<file path="src/rtl/fetch_unit.sv">
// Instruction fetch front end: one outstanding memory read at a time, results
// queued in a small {npc, instr} FIFO that feeds the IF/ID stage.
module fetch_unit #(
    parameter logic [31:0] RESET_PC = 32'h00000000,
    parameter int          DEPTH    = 2
) (
    input  logic        clk,
    input  logic        reset,
    output logic        imem_req,
    output logic [31:0] imem_addr,
    input  logic        imem_ack,
    input  logic [31:0] imem_rdata,
    input  logic        redirect,
    input  logic [31:0] redirect_pc,
    input  logic        stall,
    output logic        valid,
    output logic [31:0] npc,
    output logic [31:0] instr,
    output logic [1:0]  fsm_state
);

    localparam int PW = (DEPTH > 1) ? $clog2(DEPTH) : 1;
    localparam int CW = $clog2(DEPTH + 1);

    typedef enum logic [1:0] {
        S_RUN  = 2'd0,
        S_WAIT = 2'd1,
        S_DROP = 2'd2
    } state_t;

    state_t          state;
    state_t          state_next;
    logic [31:0]     pc;
    logic [31:0]     pc_next;
    logic [31:0]     pc_plus4;
    logic [31:0]     addr_next;
    logic [CW-1:0]   count;
    logic [CW-1:0]   count_next;
    logic [CW-1:0]   count_if_push;
    logic [PW-1:0]   head;
    logic [PW-1:0]   tail;
    logic [31:0]     npc_mem   [DEPTH];
    logic [31:0]     instr_mem [DEPTH];
    logic            push;
    logic            pop;
    logic            flush;

    function automatic logic [PW-1:0] ptr_inc(input logic [PW-1:0] p);
        return (p == PW'(DEPTH - 1)) ? '0 : p + PW'(1);
    endfunction

    assign pc_plus4      = pc + 32'd4;
    assign valid         = (count != '0);
    assign pop           = valid & ~stall;
    assign npc           = valid ? npc_mem[head] : 32'h0;
    assign instr         = valid ? instr_mem[head] : 32'h0;
    assign imem_req      = (state == S_WAIT) || (state == S_DROP);
    assign fsm_state     = state;
    assign count_if_push = count + CW'(1) - CW'(pop);

    // Redirect wins over everything; an unacked request in flight must still
    // be drained, which is what DROP does.
    always_comb begin
        state_next = state;
        pc_next    = pc;
        addr_next  = imem_addr;
        push       = 1'b0;
        flush      = 1'b0;
        if (redirect) begin
            flush   = 1'b1;
            pc_next = redirect_pc;
            case (state)
                S_WAIT, S_DROP: state_next = imem_ack ? S_RUN : S_DROP;
                default:        state_next = S_RUN;
            endcase
        end else begin
            case (state)
                S_RUN: begin
                    if (count < CW'(DEPTH)) begin
                        addr_next  = pc;
                        state_next = S_WAIT;
                    end
                end
                S_WAIT: begin
                    if (imem_ack) begin
                        push    = 1'b1;
                        pc_next = pc_plus4;
                        if (count_if_push < CW'(DEPTH)) begin
                            addr_next = pc_plus4;
                        end else begin
                            state_next = S_RUN;
                        end
                    end
                end
                S_DROP: begin
                    if (imem_ack) begin
                        state_next = S_RUN;
                    end
                end
                default: state_next = S_RUN;
            endcase
        end
    end

    always_comb begin
        count_next = count;
        if (flush) begin
            count_next = '0;
        end else begin
            count_next = count + CW'(push) - CW'(pop);
        end
    end

    always_ff @(posedge clk) begin
        if (!reset) begin
            state     <= S_RUN;
            pc        <= RESET_PC;
            imem_addr <= 32'h0;
            count     <= '0;
            head      <= '0;
            tail      <= '0;
        end else begin
            state     <= state_next;
            pc        <= pc_next;
            imem_addr <= addr_next;
            count     <= count_next;
            if (flush) begin
                head <= '0;
                tail <= '0;
            end else begin
                if (push) tail <= ptr_inc(tail);
                if (pop)  head <= ptr_inc(head);
            end
        end
    end

    // Entry storage needs no reset: count gates every read of it.
    always_ff @(posedge clk) begin
        if (reset && push) begin
            npc_mem[tail]   <= pc_plus4;
            instr_mem[tail] <= imem_rdata;
        end
    end

endmodule

</file>
<file path="config.mk">
export PLATFORM = sky130hd
export DESIGN_NAME = fetch_unit
export DESIGN_NICKNAME = d
export VERILOG_FILES = /design/src/rtl/fetch_unit.sv
export SDC_FILE = /design/constraint.sdc
export NUM_CORES = 1
export LEC_CHECK = 0
export BUFFER_PORTS_ARGS = -buffer_cell sky130_fd_sc_hd__buf_2
export CAP_MARGIN = 5
export CORE_UTILIZATION = 50
export DETAILED_ROUTE_END_ITERATION = 8
export PLACE_DENSITY = 0.76
export SLEW_MARGIN = 20
export SYNTH_ARGS = -nofsm -noshare
export SYNTH_HDL_FRONTEND = slang
export SYNTH_SLANG_ARGS = --single-unit
export TNS_END_PERCENT = 50
</file>
<file path="constraint.sdc">
create_clock -name clk -period 6.7 [get_ports clk]
set_clock_uncertainty 0.2 [all_clocks]
set_input_delay 1.34 -clock clk [delete_from_list [all_inputs] [get_ports clk]]
set_output_delay 1.34 -clock clk [all_outputs]
set_load 0.005 [all_outputs]
</file>
# Yosys cells after proc, flatten, opt, wreduce, memory -nomap -nowiden
# Memory sizes are Yosys's and may differ from the RTL's. A register that Yosys moved wholly into a read port is not among the register bits.
# Cells that the tools add are included.
# word_totals
ram_bits	128
inputBits	69
regBits	70
mem_count	2
# mem_list
memory	words	width	rd	rd_ports_with_merged_regs	wr	line	source
instr_mem	2	32	1	1	1	43	logic [31:0] instr_mem [DEPTH];
npc_mem	2	32	1	1	1	42	logic [31:0] npc_mem [DEPTH];
# op_classes
n_reduce_logical	12
magnitude_cmp	2
n_bitwise	4
n_eq_ne	9
n_mux	29
addsub	7
# op_table
op	count
2-to-1 mux 32 bit	8
one-hot mux 32 bit (2 select lines)	1
adder 32 x 3 -> 32 bit, second input constant	1
2-to-1 mux 2 bit	7
2-to-1 mux 1 bit	12
!= test 3 bit, second input constant	4
nonzero test 2 bit	4
one-hot mux 2 bit (3 select lines)	1
AND reduction 5 bit	1
< comparator 2 bit, second input constant	2
!= test 2 bit, second input constant	2
AND reduction 4 bit	1
OR reduction 2 bit	2
subtractor 2 x 1 -> 2 bit	2
inverter 1 bit	3
adder 1 bit, second input constant	2
adder 2 x 1 -> 2 bit	1
adder 2 x 1 -> 2 bit, second input constant	1
equality test 2 x 1 -> 1 bit, second input constant	1
equality test 2 bit, second input constant	1
logical NOT 2 bit	1
!= test 2 x 1 -> 1 bit, second input constant	1
AND reduction 2 bit	1
bitwise AND 1 bit	1
2 further kinds	2

# Logic depth before layout (Yosys ltp)
# Gate-level depths: netlist of run 1.
# logic_depth
depth_word	8
ltp_mapped	13
mapped_depth_nobuf	10

# Worst setup path after synthesis of run 1
# OpenSTA, ideal clock, no wires.
# synth_timing
path_type	in2reg
startpoint	input port redirect
endpoint	memory instr_mem[0][0], enable pin
arrival_time_ns	6.313
cell_stages	5
slack_ns	-0.378
required_ns	5.935
setup_time_ns	0.565
cell_sequence	clkbuf_1 inv_1 clkbuf_8 nand2_1 nor3_1
# synth_between
elab_chain_cells	4
# synth_lines
item	line	source
start: declaration	13	input logic redirect,
2-to-1 mux 1 bit	69	if (redirect) begin
logical AND 1 bit	139	if (reset && push) begin
2-to-1 mux 1 bit	139	
2-to-1 mux 1 bit (not written as such)	141	instr_mem[tail] <= imem_rdata;
end: declaration	43	
# Every way passes these cells.

# Worst setup path in the final report of run 1
# layout_timing
startpoint	register state[1], in the netlist fsm_state[1]
endpoint	register imem_addr[12]
# layout_between
elab_chain_cells	3
# layout_lines
item	line	source
start: declaration	31	state_t state;
start signal: assignment	123	state <= state_next;
equality test 2 x 1 -> 1 bit / logical NOT 2 bit (equally long branches)	77	case (state)
!= test 2 x 1 -> 1 bit (no source line), or another cell as far along	--	
AND reduction 5 bit (no source line)	--	
end signal: assignment	125	imem_addr <= addr_next;
end: declaration	10	output logic [31:0] imem_addr,
# Parallel ways exist; a longest one is shown, timed or not.
# A chain may end at the register's enable or synchronous reset.

==> impl_metrics.py, run 1 <==
metrics = {
    "status": {
        "status": "finished, final reports clean",
    },
    "clock_network": {
        "ctsHtreeMaxLevel": 4,
        "clkTransAtPathRegs_ns": 0.08,
        "cts-buffers-inserted": 17,
        "cts_tree": "done",
        "clockBufferDepth": 2,
        "cts-root-buf": "clkbuf_16",
        "post_cts_resize_count": 0,
        "cts_sinks": 199,
        "postCtsHoldBufs": 0,
        "cts_setup_buffers": 0,
        "clk_latency_ns": 0.44,
    },
    "final_layout": {
        "final_common_cell": "buf_2",
        "fin_util": 0.5969,
        "drive_gt1_frac": 0.2395,
        "final_cell_mix": "168 x buf_2, 128 x edfxtp_1, 107 x nor2_1, 70 x mux2i_1, 70 x dfxtp_1",
        "syn2layout_area_growth_pct": 15.71,
        "diodes": 0,
        "nets": 989,
    },
    "power": {
        "p_per_area_nw_per_um2": 246.8,
        "leakage_nw": 3.848,
        "vdd_drop_max_uv": 189.1,
    },
    "sta": {
        "setup_violations": 0,
        "hold_viol_final": 0,
        "post-route-period-util": 0.5878,
        "tightest_slew_ns": 0.9960,
        "final.setup.tns_ns": 0,
        "layout_min_cycle_time_ns": 3.938,
        "whs_ns": 0.2996,
        "rsz0062_at_grt": "false",
        "slew_violations": 0,
        "relSlewSlack": 0.3360,
        "fmax_mhz": 253.9,
    },
    "floorplan": {
        "rows": 48,
        "design.die.area_sq_um": 18570,
        "core_sq_um": 17480,
        "die_h_um": 136.3,
        "die_w_um": 136.3,
        "ioPinCount": 169,
        "start_util": 0.5159,
    },
    "setup_path": {
        "cp_max_fo": 46,
        "cp-startpoint": "fsm_state[1]",
        "critical_path_class": "flip-flop to flip-flop",
        "cp-start-kind": "flip-flop",
        "cp.required_ns": 6.85,
        "regToRegStartpoint": "fsm_state[1]",
        "crit_arrival_ns": 4.09,
        "crit_path_end_kind": "flip-flop",
    },
    "yosys": {
        "synth_area_leaders": "edfxtp_1 43%, dfxtp_1 16%, mux2i_1 7.8%, nor2_1 4.5%, xor2_1 4.4%",
        "syn_avg_cell_area_sq_um": 11.40,
        "synth_area_leader_cell": "edfxtp_1",
        "yosysUniqueCellTypes": 47,
        "synthFlopType": "edfxtp_1",
        "synth_edf_count": 128,
        "syn-instance-count": 791,
        "synth-seq-cells": 199,
        "synth.yosys.seq_area_share": 0.5840,
        "synth_area_sq_um": 9016,
        "synth_fp_nets": 866,
        "synth_top_cell_area_share": 0.4263,
        "async_flop_share": 0,
        "yosysWarnings": 0,
    },
    "place": {
        "port-buffer-count": 168,
        "dpl.hpwl_mm": 12.40,
        "place_congestion": 0.8885,
    },
    "worst_hold_path": {
        "min_from": "imem_addr[2]",
        "hp-class": "flip-flop to flip-flop",
    },
    "global_routing": {
        "grt_max_degree": 66,
        "grt_pass1_wl_mm": 29.25,
        "antenna_found_initial": 0,
        "grt_overflow_total": 0,
        "track_usage": 0.2082,
        "grt_pass1_vias": 5660,
    },
    "route": {
        "dr.first_iter.drc_count": 434,
        "vias": 6216,
        "drc": 0,
        "drt-pass1-iter-count": 5,
        "antenna_left": 0,
        "viasPerCell": 5.396,
        "wl_mm": 18.87,
        "wl_per_cell_um": 16.38,
    },
    "flow_run": {
        "maxCapViolCount": 0,
    },
}
[report_power, final]
group,internal [W],switching [W]
combinational,0.0000772,0.000100
clock,0.000549,0.000463
sequential,0.00134,0.0000433
[through the flow]
| stage | setup WS (ns) | std cells | area, sq um | power [W] |
|---|---|---|---|---|
| floorplan | -0.3777 | 791 | 9016 | 0.001522 |
| global placement | 2.756 | 1119 | 9813 | 0.001582 |
| detailed placement | 2.675 | 1119 | 9813 | 0.001586 |
| CTS | 2.770 | 1151 | 10410 | 0.002592 |
| global route | 2.419 | 1152 | 10430 | 0.002661 |
| finish | 2.762 | 1152 | 10430 | 0.002575 |
[critical path: stages (launching register included)]
cell and delay [ns]:
dfxtp_1 0.32, inv_1 0.09, ha_1 0.82, and2_1 0.87, o21ai_0 0.34, a21oi_4 0.47, buf_4 0.43, nor2_1 0.07
a211oi_1 0.22
[path summary, 6_finish.rpt]
path                    to  slack [ns]  depth (start not counted)
min reg2reg   imem_addr[2]        0.30                          2
min           imem_addr[2]        0.30                          2
max          imem_addr[12]        2.76                          8
max reg2reg  imem_addr[12]        2.76                          8
[flip-flops by register name, indices dropped and copies added, names as in the netlist, named ones only]
name,cells
instr_mem,64
npc_mem,64
imem_addr,32
pc,32
count,2
fsm_state,2
head,1
tail,1
[Yosys cell counts, types with 2 or more instances]
library cell / count
nor4_4: 2
nor2_1: 108
nor4_1: 3
mux2i_1: 70
inv_1: 11
a311oi_1: 2
or3_1: 7
nand4_1: 30
a211oi_1: 15
dfxtp_1: 71
nand2_1: 39
edfxtp_1: 128
clkbuf_1: 41
clkbuf_8: 6
nand3_1: 20
nand4_4: 2
buf_1: 8
nor3_1: 13
ha_1: 6
buf_4: 5
o21ai_0: 47
a21oi_1: 41
buf_6: 5
a31oi_1: 4
xor2_1: 45
xnor2_1: 38
and3_1: 2
buf_2: 3
[layout make-up]
class | instances | area (sq um)
Fill cell | 1470 | 7044
Sequential cell | 199 | 5269
Tap cell | 225 | 281.5
Inverter | 11 | 41.29
Timing Repair Buffer | 174 | 905.9
Clock inverter | 13 | 116.4
Clock buffer | 19 | 475.5
Multi-Input combinational cell | 511 | 3343
[cell families (layout without fill, tap and decap cells)]
| logic type | Yosys count | after routing | share of synthesized area |
|---|---|---|---|
| compound gates | 115 | 115 | 0.07175 |
| xor+xnor | 83 | 83 | 0.08063 |
| fa+ha+maj | 6 | 6 | 0.008326 |
| buf+inv | 81 | 217 | 0.04801 |
| flops | 199 | 199 | 0.5840 |
| mux | 70 | 70 | 0.07771 |
| simple gates | 237 | 237 | 0.1296 |
[metal layers]
metal / track usage / share of wire / routed length, um
met3: 0.03878 / 0.059 / 1119
met5: 0 / 0 / 0
met1: 0.2991 / 0.47 / 8891
met4: 0.09753 / 0.027 / 502
met2: 0.3034 / 0.44 / 8357
Power figures use the tool's default switching activity.
==> run 2: changes to the inputs <==
- ABC_AREA: not set -> 1
- clock period: 6.7 -> 3.3 ns (I/O delays scaled with it)
==> run 2 against run 1 <==
Effect of this change: clock power increased by 100%; global-route usage increased by 3.3 points; largest power group unchanged; sequential power increased by 100%; first-iteration DRC count increased by 12%; via count increased by 16%; largest cell class unchanged; critical path type is now flip-flop to output pin; worst hold slack got worse by 0.073 ns; wire length increased by 13%.
==> impl_metrics.py, run 2 <==
metrics = {
    "status": {
        "status": "finished, final reports clean",
    },
    "clock_network": {
        "ctsHtreeMaxLevel": 4,
        "post_cts_resize_count": 0,
        "clk_latency_ns": 0.42,
        "postCtsHoldBufs": 0,
        "cts_setup_buffers": 0,
        "clockBufferDepth": 2,
        "cts_tree": "done",
        "cts_sinks": 199,
        "cts-buffers-inserted": 17,
        "clkTransAtPathRegs_ns": 0.07,
        "cts-root-buf": "clkbuf_16",
    },
    "power": {
        "total_power_w": 0.005268,
        "p_per_area_nw_per_um2": 502.6,
        "vdd_drop_max_uv": 368.3,
        "leakage_nw": 4.266,
    },
    "setup_path": {
        "crit_arrival_ns": 1.82,
        "critical-path-slowest-cell": "inv_2",
        "max_stage_delay_ns": 0.42,
        "cp_max_fo": 33,
        "cp-start-kind": "flip-flop",
        "cp.required_ns": 2.44,
        "crit_path_end_kind": "output pin",
        "r2r_slack_ns": 0.93,
        "critPathBufInv": 3,
        "regToRegStartpoint": "fsm_state[1]",
        "critical_path_class": "flip-flop to output pin",
        "reg2reg_depth": 10,
        "critPathTopFamily": "buffers and inverters",
        "timing.rr.end": "count[1]",
        "crit_chain": "inv_2, buf_12, nand2_1, a21oi_1, buf_2",
    },
    "yosys": {
        "synth_top_cell_area_share": 0.4356,
        "synthFlopType": "edfxtp_1",
        "synth.yosys.seq_area_share": 0.5966,
        "yosysWarnings": 0,
        "async_flop_share": 0,
        "synth_common_cells": "329 x nand2_1, 134 x a21oi_1, 128 x edfxtp_1",
        "synth_edf_count": 128,
        "synth-seq-cells": 199,
        "syn_avg_cell_area_sq_um": 9.042,
        "synth_area_sq_um": 8825,
        "synth_fp_nets": 1051,
        "yosysUniqueCellTypes": 33,
        "synth.most_common_cell": "nand2_1",
        "synth_area_leaders": "edfxtp_1 44%, dfxtp_1 16%, nand2_1 14%, a21oi_1 7.6%, o21ai_0 3.1%",
        "synth_area_leader_cell": "edfxtp_1",
        "syn-instance-count": 976,
    },
    "sta": {
        "tightest_slew_ns": 0.7078,
        "whs_ns": 0.2266,
        "slew_violations": 0,
        "layout_min_cycle_time_ns": 2.676,
        "post-route-period-util": 0.8111,
        "hold_viol_final": 0,
        "relSlewSlack": 0.5282,
        "fmax_mhz": 373.6,
        "rsz0062_at_grt": "false",
        "setup_ws_ns": 0.6235,
        "setup_violations": 0,
    },
    "final_layout": {
        "stdcell_count": 1365,
        "filler_cell_count": 1478,
        "drive_gt1_frac": 0.2061,
        "diodes": 0,
        "syn2layout_area_growth_pct": 18.77,
        "nets": 1202,
        "final_cell_mix": "329 x nand2_1, 168 x buf_2, 134 x a21oi_1, 128 x edfxtp_1, 70 x dfxtp_1",
        "final_common_cell": "nand2_1",
        "fin_area_sq_um": 10480,
        "largestRegisters": "instr_mem x64, npc_mem x64",
    },
    "worst_hold_path": {
        "min_from": "imem_rdata[24]",
        "hold-path-cell-count": 1,
        "hp-class": "primary input to flip-flop",
        "holdPathEnd": "instr_mem[0][24]",
    },
    "route": {
        "drt-pass1-iter-count": 5,
        "viasPerCell": 5.260,
        "dr.first_iter.drc_count": 487,
        "wl_mm": 21.34,
        "antenna_left": 0,
        "vias": 7180,
        "wl_per_cell_um": 15.64,
        "drc": 0,
    },
    "floorplan": {
        "rows": 48,
        "ioPinCount": 169,
        "design.die.area_sq_um": 18180,
        "core_sq_um": 17240,
        "start_util": 0.5120,
        "die_w_um": 134.9,
        "die_h_um": 134.9,
    },
    "place": {
        "placed_cell_area_sq_um": 9906,
        "pre_cts_ws_ns": 0.6202,
        "dp_cells": 1333,
        "dpl.hpwl_mm": 14.04,
        "place_congestion": 0.9100,
        "port-buffer-count": 168,
    },
    "global_routing": {
        "antenna_found_initial": 0,
        "grt_pass1_wl_mm": 33.47,
        "grt_max_degree": 66,
        "grt_overflow_total": 0,
        "track_usage": 0.2412,
        "grt_pass1_vias": 6468,
    },
    "flow_run": {
        "maxCapViolCount": 0,
    },
}
[run 2: changes by cell type after synthesis, sizes merged, moves of 14 or more]
| cell | delta |
|---|---|
| a211oi | -14 |
| a21oi | +93 |
| clkbuf | -22 |
| inv | +58 |
| mux2i | -70 |
| nand2 | +294 |
| nand4 | -32 |
| nor2 | -39 |
| xnor2 | -35 |
| xor2 | -37 |
[run 2: worst max path at each step]
stage / start / to / depth (start not counted)
detailed placement: redirect / count[1] / 8
global route: flip-flop / instr[16] / 5
finish: flip-flop / instr[18] / 5
CTS: flip-flop / npc[10] / 4
global placement: redirect / count[1] / 8
floorplan: reset / instr_mem[0][0] / 4
[run 2: power breakdown]
part	switching, W	total, W	internal [W]
clock	0.000839	0.00203	0.00119
sequential	0.0000611	0.00279	0.00273
combinational	0.000284	0.000450	0.000166
[run 2: cell type report]
class                      count  area (sq um)  area share
sequential                   199          5266      0.5024
multi-input combinational    660          3107      0.2964
timing repair buffer         179         985.9     0.09407
clock buffer                  24         451.7     0.04309
tap                          225         281.5     0.02686
inverter                      70         265.3     0.02531
clock inverter                 8         123.9     0.01182
[run 2: routing by layer]
metal / wire [um] / vias to the layer above / GRT usage
met2: 10040 / 271 / 0.3860
met5: 0 / - / 0
li1: - / 3531 / -
met4: 501 / 0 / 0.09613
met1: 9417 / 3338 / 0.3311
met3: 1380 / 40 / 0.03566
[run 2: worst register-to-register path, delay by kind of cell (launching register included)]
| kind | cells | cell delay (ns) |
|---|---|---|
| flops | 1 | 0.34 |
| fa+ha+maj | 3 | 0.76 |
| simple gates | 3 | 0.64 |
| compound gates | 1 | 0.13 |
| buf+inv | 3 | 0.24 |
[run 2: kinds of logic (layout without fill, tap and decap cells)]
kind of cell | Yosys count | count (layout) | synth area share
buffers and inverters | 117 | 281 | 0.05473
AO/OA/AOI/OAI | 207 | 207 | 0.1235
AND/OR/NAND/NOR | 436 | 436 | 0.2006
flip-flops | 199 | 199 | 0.5966
adder cells (fa/ha/maj) | 6 | 6 | 0.008507
XOR/XNOR | 11 | 11 | 0.01602
[run 2: metrics by stage]
| stage | utilization | setup TNS, ns |
|---|---|---|
| 2_1_floorplan | - | -117.78 |
| 3_3_place_gp | 0.5747 | 0 |
| 3_5_place_dp | 0.5747 | 0 |
| 4_1_cts | 0.6081 | 0 |
| 5_1_grt | 0.6081 | 0 |
| 6_report | 0.6081 | 0 |
